--- src/rtl/fb_plot_writer_pkg.sv ---
// Shared framebuffer geometry, pixel entry type and the (x,y) -> linear address helper.
// Also used by the VGA scanout stages.
package fb_plot_writer_pkg;

  localparam int SCREEN_W = 160;
  localparam int SCREEN_H = 120;
  localparam int X_W      = 8;
  localparam int Y_W      = 7;
  localparam int COLOUR_W = 3;
  localparam int ADDR_W   = 15;
  localparam int DEPTH    = 8;

  typedef struct packed {
    logic [ADDR_W-1:0] addr;
    logic [2:0]        colour;
  } fb_px_t;

  // y*160 built from two shifts; y is widened first so the shifted bits are kept.
  function automatic logic [ADDR_W-1:0] xy_to_addr(input logic [X_W-1:0] x,
                                                   input logic [Y_W-1:0] y);
    logic [ADDR_W-1:0] y_w;
    logic [ADDR_W-1:0] x_w;
    y_w = {{(ADDR_W-Y_W){1'b0}}, y};
    x_w = {{(ADDR_W-X_W){1'b0}}, x};
    return (y_w << 4'd7) + (y_w << 4'd5) + x_w;
  endfunction

endpackage

--- src/rtl/fb_plot_writer_if.sv ---
// Plot stream from the drawing engines plus the framebuffer write port.
// slave = the plot writer's view, master = the engine/arbiter side.
interface fb_plot_writer_if;
  import fb_plot_writer_pkg::*;

  logic [X_W-1:0]      plot_x;
  logic [Y_W-1:0]      plot_y;
  logic [COLOUR_W-1:0] plot_colour;
  logic                plot_valid;
  logic                plot_ready;
  logic [ADDR_W-1:0]   fb_addr;
  logic [COLOUR_W-1:0] fb_wdata;
  logic                fb_we;
  logic                fb_gnt;
  logic [15:0]         drop_cnt;
  logic                idle;

  modport slave (
    input  plot_x, plot_y, plot_colour, plot_valid, fb_gnt,
    output plot_ready, fb_addr, fb_wdata, fb_we, drop_cnt, idle
  );

  modport master (
    output plot_x, plot_y, plot_colour, plot_valid, fb_gnt,
    input  plot_ready, fb_addr, fb_wdata, fb_we, drop_cnt, idle
  );

endinterface

--- src/rtl/fb_plot_writer_sync_fifo.sv ---
// Generic register-array FIFO with full/empty/count; head entry is always visible on rdata.
// Push at full and pop at empty are ignored internally.
module sync_fifo #(
  parameter  int WIDTH = 18,
  parameter  int DEPTH = 8,
  localparam int PTR_W = $clog2(DEPTH),
  localparam int CNT_W = PTR_W + 1
) (
  input  logic             clk,
  input  logic             rst,
  input  logic             push,
  input  logic             pop,
  input  logic [WIDTH-1:0] wdata,
  output logic [WIDTH-1:0] rdata,
  output logic             full,
  output logic             empty,
  output logic [CNT_W-1:0] count
);

  logic [WIDTH-1:0] mem_q [DEPTH];
  logic [WIDTH-1:0] mem_d [DEPTH];
  logic [PTR_W-1:0] wr_ptr_q, wr_ptr_d;
  logic [PTR_W-1:0] rd_ptr_q, rd_ptr_d;
  logic [CNT_W-1:0] count_q, count_d;
  logic             do_push_s;
  logic             do_pop_s;

  assign full      = (count_q == CNT_W'(DEPTH));
  assign empty     = (count_q == {CNT_W{1'b0}});
  assign count     = count_q;
  assign rdata     = mem_q[rd_ptr_q];
  assign do_push_s = push & ~full;
  assign do_pop_s  = pop & ~empty;

  // Next-state for storage, pointers (wrap modulo DEPTH) and occupancy.
  always_comb begin
    mem_d    = mem_q;
    wr_ptr_d = wr_ptr_q;
    rd_ptr_d = rd_ptr_q;
    count_d  = count_q;
    if (do_push_s) begin
      mem_d[wr_ptr_q] = wdata;
      wr_ptr_d        = wr_ptr_q + PTR_W'(1);
    end else begin
      wr_ptr_d = wr_ptr_q;
    end
    if (do_pop_s) begin
      rd_ptr_d = rd_ptr_q + PTR_W'(1);
    end else begin
      rd_ptr_d = rd_ptr_q;
    end
    case ({do_push_s, do_pop_s})
      2'b10:   count_d = count_q + CNT_W'(1);
      2'b01:   count_d = count_q - CNT_W'(1);
      default: count_d = count_q;
    endcase
  end

  // State registers; reset clears contents so the head reads zero.
  always_ff @(posedge clk or posedge rst) begin
    if (rst) begin
      for (int i = 0; i < DEPTH; i++) begin
        mem_q[i] <= {WIDTH{1'b0}};
      end
      wr_ptr_q <= {PTR_W{1'b0}};
      rd_ptr_q <= {PTR_W{1'b0}};
      count_q  <= {CNT_W{1'b0}};
    end else begin
      mem_q    <= mem_d;
      wr_ptr_q <= wr_ptr_d;
      rd_ptr_q <= rd_ptr_d;
      count_q  <= count_d;
    end
  end

endmodule

--- src/rtl/fb_plot_writer.sv ---
// Buffers the drawing engines' plot stream and writes it to the shared framebuffer port.
// Off-screen pixels are swallowed and counted; the rest are queued as {addr, colour}.
module fb_plot_writer
  import fb_plot_writer_pkg::*;
#(
  parameter int DEPTH    = fb_plot_writer_pkg::DEPTH,
  parameter int SCREEN_W = fb_plot_writer_pkg::SCREEN_W,
  parameter int SCREEN_H = fb_plot_writer_pkg::SCREEN_H,
  parameter int ADDR_W   = fb_plot_writer_pkg::ADDR_W
) (
  input logic              clk,
  input logic              rst,
  fb_plot_writer_if.slave  bus
);

  localparam int PTR_W = $clog2(DEPTH);
  localparam int CNT_W = PTR_W + 1;
  localparam logic [X_W-1:0] X_LIM = X_W'(SCREEN_W);
  localparam logic [Y_W-1:0] Y_LIM = Y_W'(SCREEN_H);

  fb_px_t            push_px_s;
  fb_px_t            head_px_s;
  logic [ADDR_W-1:0] px_addr_s;
  logic              in_range_s;
  logic              accept_s;
  logic              push_s;
  logic              pop_s;
  logic              full_s;
  logic              empty_s;
  logic [CNT_W-1:0]  count_s;
  logic [15:0]       drop_cnt_q, drop_cnt_d;

  assign in_range_s = (bus.plot_x < X_LIM) && (bus.plot_y < Y_LIM);
  assign accept_s   = bus.plot_valid & ~full_s;
  assign push_s     = accept_s & in_range_s;
  assign pop_s      = ~empty_s & bus.fb_gnt;
  assign px_addr_s  = xy_to_addr(bus.plot_x, bus.plot_y);

  // Pack the incoming pixel into a FIFO entry.
  always_comb begin
    push_px_s        = '0;
    push_px_s.addr   = px_addr_s;
    push_px_s.colour = bus.plot_colour;
  end

  sync_fifo #(
    .WIDTH ($bits(fb_px_t)),
    .DEPTH (DEPTH)
  ) u_fifo (
    .clk   (clk),
    .rst   (rst),
    .push  (push_s),
    .pop   (pop_s),
    .wdata (push_px_s),
    .rdata (head_px_s),
    .full  (full_s),
    .empty (empty_s),
    .count (count_s)
  );

  // Saturating count of accepted-but-discarded off-screen pixels.
  always_comb begin
    drop_cnt_d = drop_cnt_q;
    if (accept_s && !in_range_s && (drop_cnt_q != 16'hFFFF)) begin
      drop_cnt_d = drop_cnt_q + 16'd1;
    end else begin
      drop_cnt_d = drop_cnt_q;
    end
  end

  // Drop counter register.
  always_ff @(posedge clk or posedge rst) begin
    if (rst) begin
      drop_cnt_q <= 16'd0;
    end else begin
      drop_cnt_q <= drop_cnt_d;
    end
  end

  assign bus.plot_ready = ~full_s;
  assign bus.fb_we      = ~empty_s;
  assign bus.fb_addr    = head_px_s.addr;
  assign bus.fb_wdata   = head_px_s.colour;
  assign bus.drop_cnt   = drop_cnt_q;
  assign bus.idle       = (count_s == {CNT_W{1'b0}});

endmodule

--- src/flat_wrapper.sv ---
// flat-port wrapper written by rule: the top's interface ports become plain ports
module fb_plot_writer_flat import fb_plot_writer_pkg::*;
#(
  parameter int DEPTH    = fb_plot_writer_pkg::DEPTH,
  parameter int SCREEN_W = fb_plot_writer_pkg::SCREEN_W,
  parameter int SCREEN_H = fb_plot_writer_pkg::SCREEN_H,
  parameter int ADDR_W   = fb_plot_writer_pkg::ADDR_W
)
  (clk, rst, bus_plot_x, bus_plot_y, bus_plot_colour, bus_plot_valid, bus_fb_gnt, bus_plot_ready, bus_fb_addr, bus_fb_wdata, bus_fb_we, bus_drop_cnt, bus_idle);
  fb_plot_writer_if bus_i ();
  input logic clk;
  input logic rst;
  input wire logic [$bits(bus_i.plot_x)-1:0] bus_plot_x;
  input wire logic [$bits(bus_i.plot_y)-1:0] bus_plot_y;
  input wire logic [$bits(bus_i.plot_colour)-1:0] bus_plot_colour;
  input wire logic [$bits(bus_i.plot_valid)-1:0] bus_plot_valid;
  input wire logic [$bits(bus_i.fb_gnt)-1:0] bus_fb_gnt;
  output wire logic [$bits(bus_i.plot_ready)-1:0] bus_plot_ready;
  output wire logic [$bits(bus_i.fb_addr)-1:0] bus_fb_addr;
  output wire logic [$bits(bus_i.fb_wdata)-1:0] bus_fb_wdata;
  output wire logic [$bits(bus_i.fb_we)-1:0] bus_fb_we;
  output wire logic [$bits(bus_i.drop_cnt)-1:0] bus_drop_cnt;
  output wire logic [$bits(bus_i.idle)-1:0] bus_idle;
  assign bus_i.plot_x = bus_plot_x;
  assign bus_i.plot_y = bus_plot_y;
  assign bus_i.plot_colour = bus_plot_colour;
  assign bus_i.plot_valid = bus_plot_valid;
  assign bus_i.fb_gnt = bus_fb_gnt;
  assign bus_plot_ready = bus_i.plot_ready;
  assign bus_fb_addr = bus_i.fb_addr;
  assign bus_fb_wdata = bus_i.fb_wdata;
  assign bus_fb_we = bus_i.fb_we;
  assign bus_drop_cnt = bus_i.drop_cnt;
  assign bus_idle = bus_i.idle;
  fb_plot_writer #(.DEPTH(DEPTH), .SCREEN_W(SCREEN_W), .SCREEN_H(SCREEN_H), .ADDR_W(ADDR_W)) u_core (.clk(clk), .rst(rst), .bus(bus_i));
endmodule
--- config.mk ---
export PLATFORM = sky130hd
export DESIGN_NAME = fb_plot_writer_flat
export DESIGN_NICKNAME = d
export VERILOG_FILES = /design/src/rtl/fb_plot_writer_pkg.sv /design/src/rtl/fb_plot_writer_if.sv /design/src/rtl/fb_plot_writer_sync_fifo.sv /design/src/rtl/fb_plot_writer.sv /design/src/flat_wrapper.sv
export SDC_FILE = /design/constraint.sdc
export NUM_CORES = 1
export LEC_CHECK = 0
export ABC_CLOCK_PERIOD_IN_PS = 14200
export CAP_MARGIN = 0
export CORE_ASPECT_RATIO = 0.6
export CORE_MARGIN = 2
export CORE_UTILIZATION = 64
export CTS_CLUSTER_SIZE = 12
export DETAILED_ROUTE_END_ITERATION = 7
export HOLD_SLACK_MARGIN = 0.05
export PLACE_DENSITY = 0.92
export SYNTH_ARGS = -nofsm -noshare
export SYNTH_HDL_FRONTEND = slang
export SYNTH_HIERARCHICAL = 1
export SYNTH_SLANG_ARGS = --single-unit
--- constraint.sdc ---
create_clock -name clk -period 14.2 [get_ports clk]
set_input_delay 1.42 -clock clk [delete_from_list [all_inputs] [get_ports clk]]
set_output_delay 1.42 -clock clk [all_outputs]
set_load 0.01 [all_outputs]
==> metrics.csv <==
stage;metric;value;unit
yosys;yosys.area_share.adder;0.0355;
power_and_ir_drop;power.density;227;mW/mm^2
layout;multi_input_area;0.00389;sq mm
routing;ant_nets;0;
yosys;synth-seq-cells;170;
clock_network;cts_root_buffer;clkbuf_16;
power_and_ir_drop;pwr-share-clk;0.195;
die;die-area;0.0141;sq mm
yosys;synth_edf_count;0;
yosys;synth_compound_area_frac;0.0193;
timing;drv_slew;0;
power_and_ir_drop;seqPwrFrac;0.391;
timing;fin_crit_sh;0.297;
power_and_ir_drop;internal_power;0.00149;W
layout;final_cell_area;0.00962;sq mm
yosys;netlist_area;0.00838;sq mm
power_and_ir_drop;irDropWorstVdd;0.146;mV
yosys;synthTopCellsByArea;dfrtp_1 51%, mux2_2 21%, mux4_2 9.7%;
yosys;yosys.area_share.simple;0.0597;
die;initial_core_util;0.654;
placement;routabilityCongestion;0.864;
grt;grt-ovfl-total;0;
power_and_ir_drop;power;0.00219;W
timing;timing.fmax;237;MHz
routing;wl;17.7;mm
yosys;syn-num-nets;600;
grt;grt_pass1_vias;5322;
yosys;synthArstFlopShare;1.00;
layout;insertedDiodeCount;0;
yosys;synthMuxAreaShare;0.324;
critical_path;start_kind;input pin;
power_and_ir_drop;leakagePower;4.16;nW
yosys;syn_area_per_cell;15.1;sq um
timing;setup_tns;0;ns
yosys;syn_inst;556;
clock_network;insertion_delay;0.42;ns
timing;finalHoldViolCount;0;
critical_path;cp_max_fo;8;
timing;fin_crit;4.22;ns
clock_network;cts_buffers;17;
layout;area_delta_synth_final;14.8;%
layout;register_area;0.00426;sq mm
timing;worstMarginPinSlew;1.17;ns
power_and_ir_drop;pwr-share-comb;0.413;
power_and_ir_drop;power_switching_share;0.321;
yosys;synth_xor_area_frac;0.0251;
critical_path;cp.arrival;4.57;ns
routing;drtIter0Drc;319;
critical_path;cp-end-kind;flop;
placement;dp_hpwl;10.8;mm
critical_path;setup.worst_path.class;in -> reg;
die;placementRows;32;
power_and_ir_drop;p_sw;0.000702;W
clock_network;hold_buffers;0;
yosys;synth-seq-area-share;0.508;
die;die_h;92.6;um
critical_path;crit_chain;clkdlybuf4s50_1, inv_1, fa_1, fa_1, nor2b_1, o21ai_0, a21boi_1, o22ai_1, a31oi_1, mux2_2;
critical_path;slowest_delay;0.54;ns
layout;drive_above_1_share;0.407;
grt;grt_max_degree;89;
grt;grt_pass1_wl;28.4;mm
yosys;yosysTopAreaCellShare;0.508;
die;die_w;152;um
critical_path;cp.required;14.55;ns
worst_hold_path;hp-class;reg -> reg;
yosys;ys_types;57;
critical_path;path_common_cell;fa_1;
clock_network;cts_tree;yes;
clock_network;clock_path_buffers;2;
layout;nFillCells;742;
clock_network;path_clk_slew;0.06;ns
routing;wire_per_inst;22.2;um
clock_network;clkSinkCount;170;
placement;dpl_cell_area;0.00907;sq mm
routing;vias;5044;
clock_network;ctsResizeCount;0;
critical_path;slowest_stage;a31oi_1;
yosys;yosys_warnings;6;
flow_run;drv_cap;0;
routing;drcViolationCount;0;
run_status;status;finished, final reports clean;
yosys;synth_flop_cell;dfrtp_1;
clock_network;htree_levels;4;
layout;final_nets;660;
timing;finalClockSkew;0.00857;ns
grt;antenna_found_initial;0;
die;io_pins;59;
die;core-area;0.0128;sq mm
routing;dr.pass1.iters;4;
placement;io_buffers;58;
yosys;synth_top_area_cell;dfrtp_1;
timing;timing.slew.headroom;0.219;
grt;grt_use_total;0.271;
timing;grt_setup_unrepaired;no;
yosys;synth_top_family_by_area;multiplexers;
timing;hold-worst-slack;0.499;ns
routing;routed_via_density;6.31;
timing;finalSetupViolCount;0;
clock_network;post_cts_buffers;0;
[power by group through the flow]
stage	logic (W)	registers, W	clock network, W
4_1_cts	0.000912	0.000853	0.000433
5_1_grt	0.000970	0.000882	0.000455
2_1_floorplan	0.000666	0.000793	0
3_5_place_dp	0.000898	0.000855	0
6_report	0.000904	0.000857	0.000428
3_3_place_gp	0.000864	0.000832	0
[cell usage after synthesis (2+ instances only)]
| master | instances |
|---|---|
| nand2_1 | 14 |
| xnor2_1 | 21 |
| dfrtp_1 | 170 |
| nor4_1 | 2 |
| or3_1 | 3 |
| clkbuf_1 | 8 |
| a31oi_1 | 2 |
| buf_4 | 5 |
| mux2_2 | 154 |
| mux2_4 | 10 |
| nor3b_1 | 3 |
| nand4b_2 | 2 |
| nor2b_1 | 3 |
| buf_2 | 5 |
| buf_6 | 4 |
| inv_1 | 19 |
| nand4_1 | 7 |
| nor4b_4 | 2 |
| o21ai_0 | 7 |
| ha_1 | 19 |
| and3_1 | 3 |
| a21oi_1 | 6 |
| xor2_1 | 3 |
| nor2_1 | 6 |
| mux4_2 | 36 |
| fa_1 | 3 |
| nand3_1 | 9 |
[critical path: cells and delay by family]
family | cells | cell delay [ns]
fa+ha+maj | 2 | 1.02
buf+inv | 2 | 0.57
mux | 1 | 0.29
simple gates | 1 | 0.15
compound gates | 4 | 1.13
[per-layer routing]
metal,vias up,GRT usage,wire (um)
li1,2208,-,-
met1,2683,0.373,7850
met2,119,0.442,8830
met3,34,0.0512,649
met4,0,0.0895,419
met5,-,0,0
[worst paths after layout]
path	startpoint	end	slack (ns)	cells past startpoint
max	bus_plot_x[7]	u_core/u_fifo/mem_q[33]	9.98	10
min	u_core/bus.drop_cnt[7]	u_core/bus.drop_cnt[7]	0.50	1
max reg2reg	u_core/u_fifo/count[0]	u_core/u_fifo/count[3]	10.39	11
min reg2reg	u_core/bus.drop_cnt[7]	u_core/bus.drop_cnt[7]	0.50	1
max in group asynchronous	rst	u_core/u_fifo/mem_q[96]	11.23	3
min in group asynchronous	rst	u_core/u_fifo/mem_q[85]	1.49	2
[sequential cells by signal, indices dropped and copies added, names as in the netlist]
register / flops
u_core/u_fifo/mem_q: 144
u_core/bus.drop_cnt: 16
u_core/u_fifo/count: 4
u_core/u_fifo/rd_ptr_q: 3
u_core/u_fifo/wr_ptr_q: 3
[stage by stage]
step                      setup slack (ns)  instances   util
final                                 9.98        799  0.751
after global routing                  9.75        799  0.751
after CTS                             9.96        799  0.751
after detailed placement              9.58        767  0.708
after global placement                9.74        767  0.708
after floorplan                       8.63        556      -
[cells in the final DEF (no fill, tap or decap), types with 10 or more instances in the layout]
master / instances
dfrtp_1: 169
mux2_2: 154
clkdlybuf4s50_1: 58
mux4_2: 36
xnor2_1: 21
ha_1: 19
inv_1: 18
clkbuf_16: 17
nand2_1: 14
mux2_4: 10
[logic make-up after synthesis]
logic type	Yosys count
mux	202
simple gates	70
flops	170
compound gates	25
xor+xnor	24
fa+ha+maj	22
buf+inv	43
[layout make-up]
cell class	instances	share of cell area
sequential	170	0.442
timing repair buffer	64	0.0650
inverter	20	0.00910
tap	170	0.0221
clock inverter	14	0.0122
multi-input combinational	343	0.405
clock buffer	18	0.0446
Note: power is estimated with default switching activity, not from simulation.
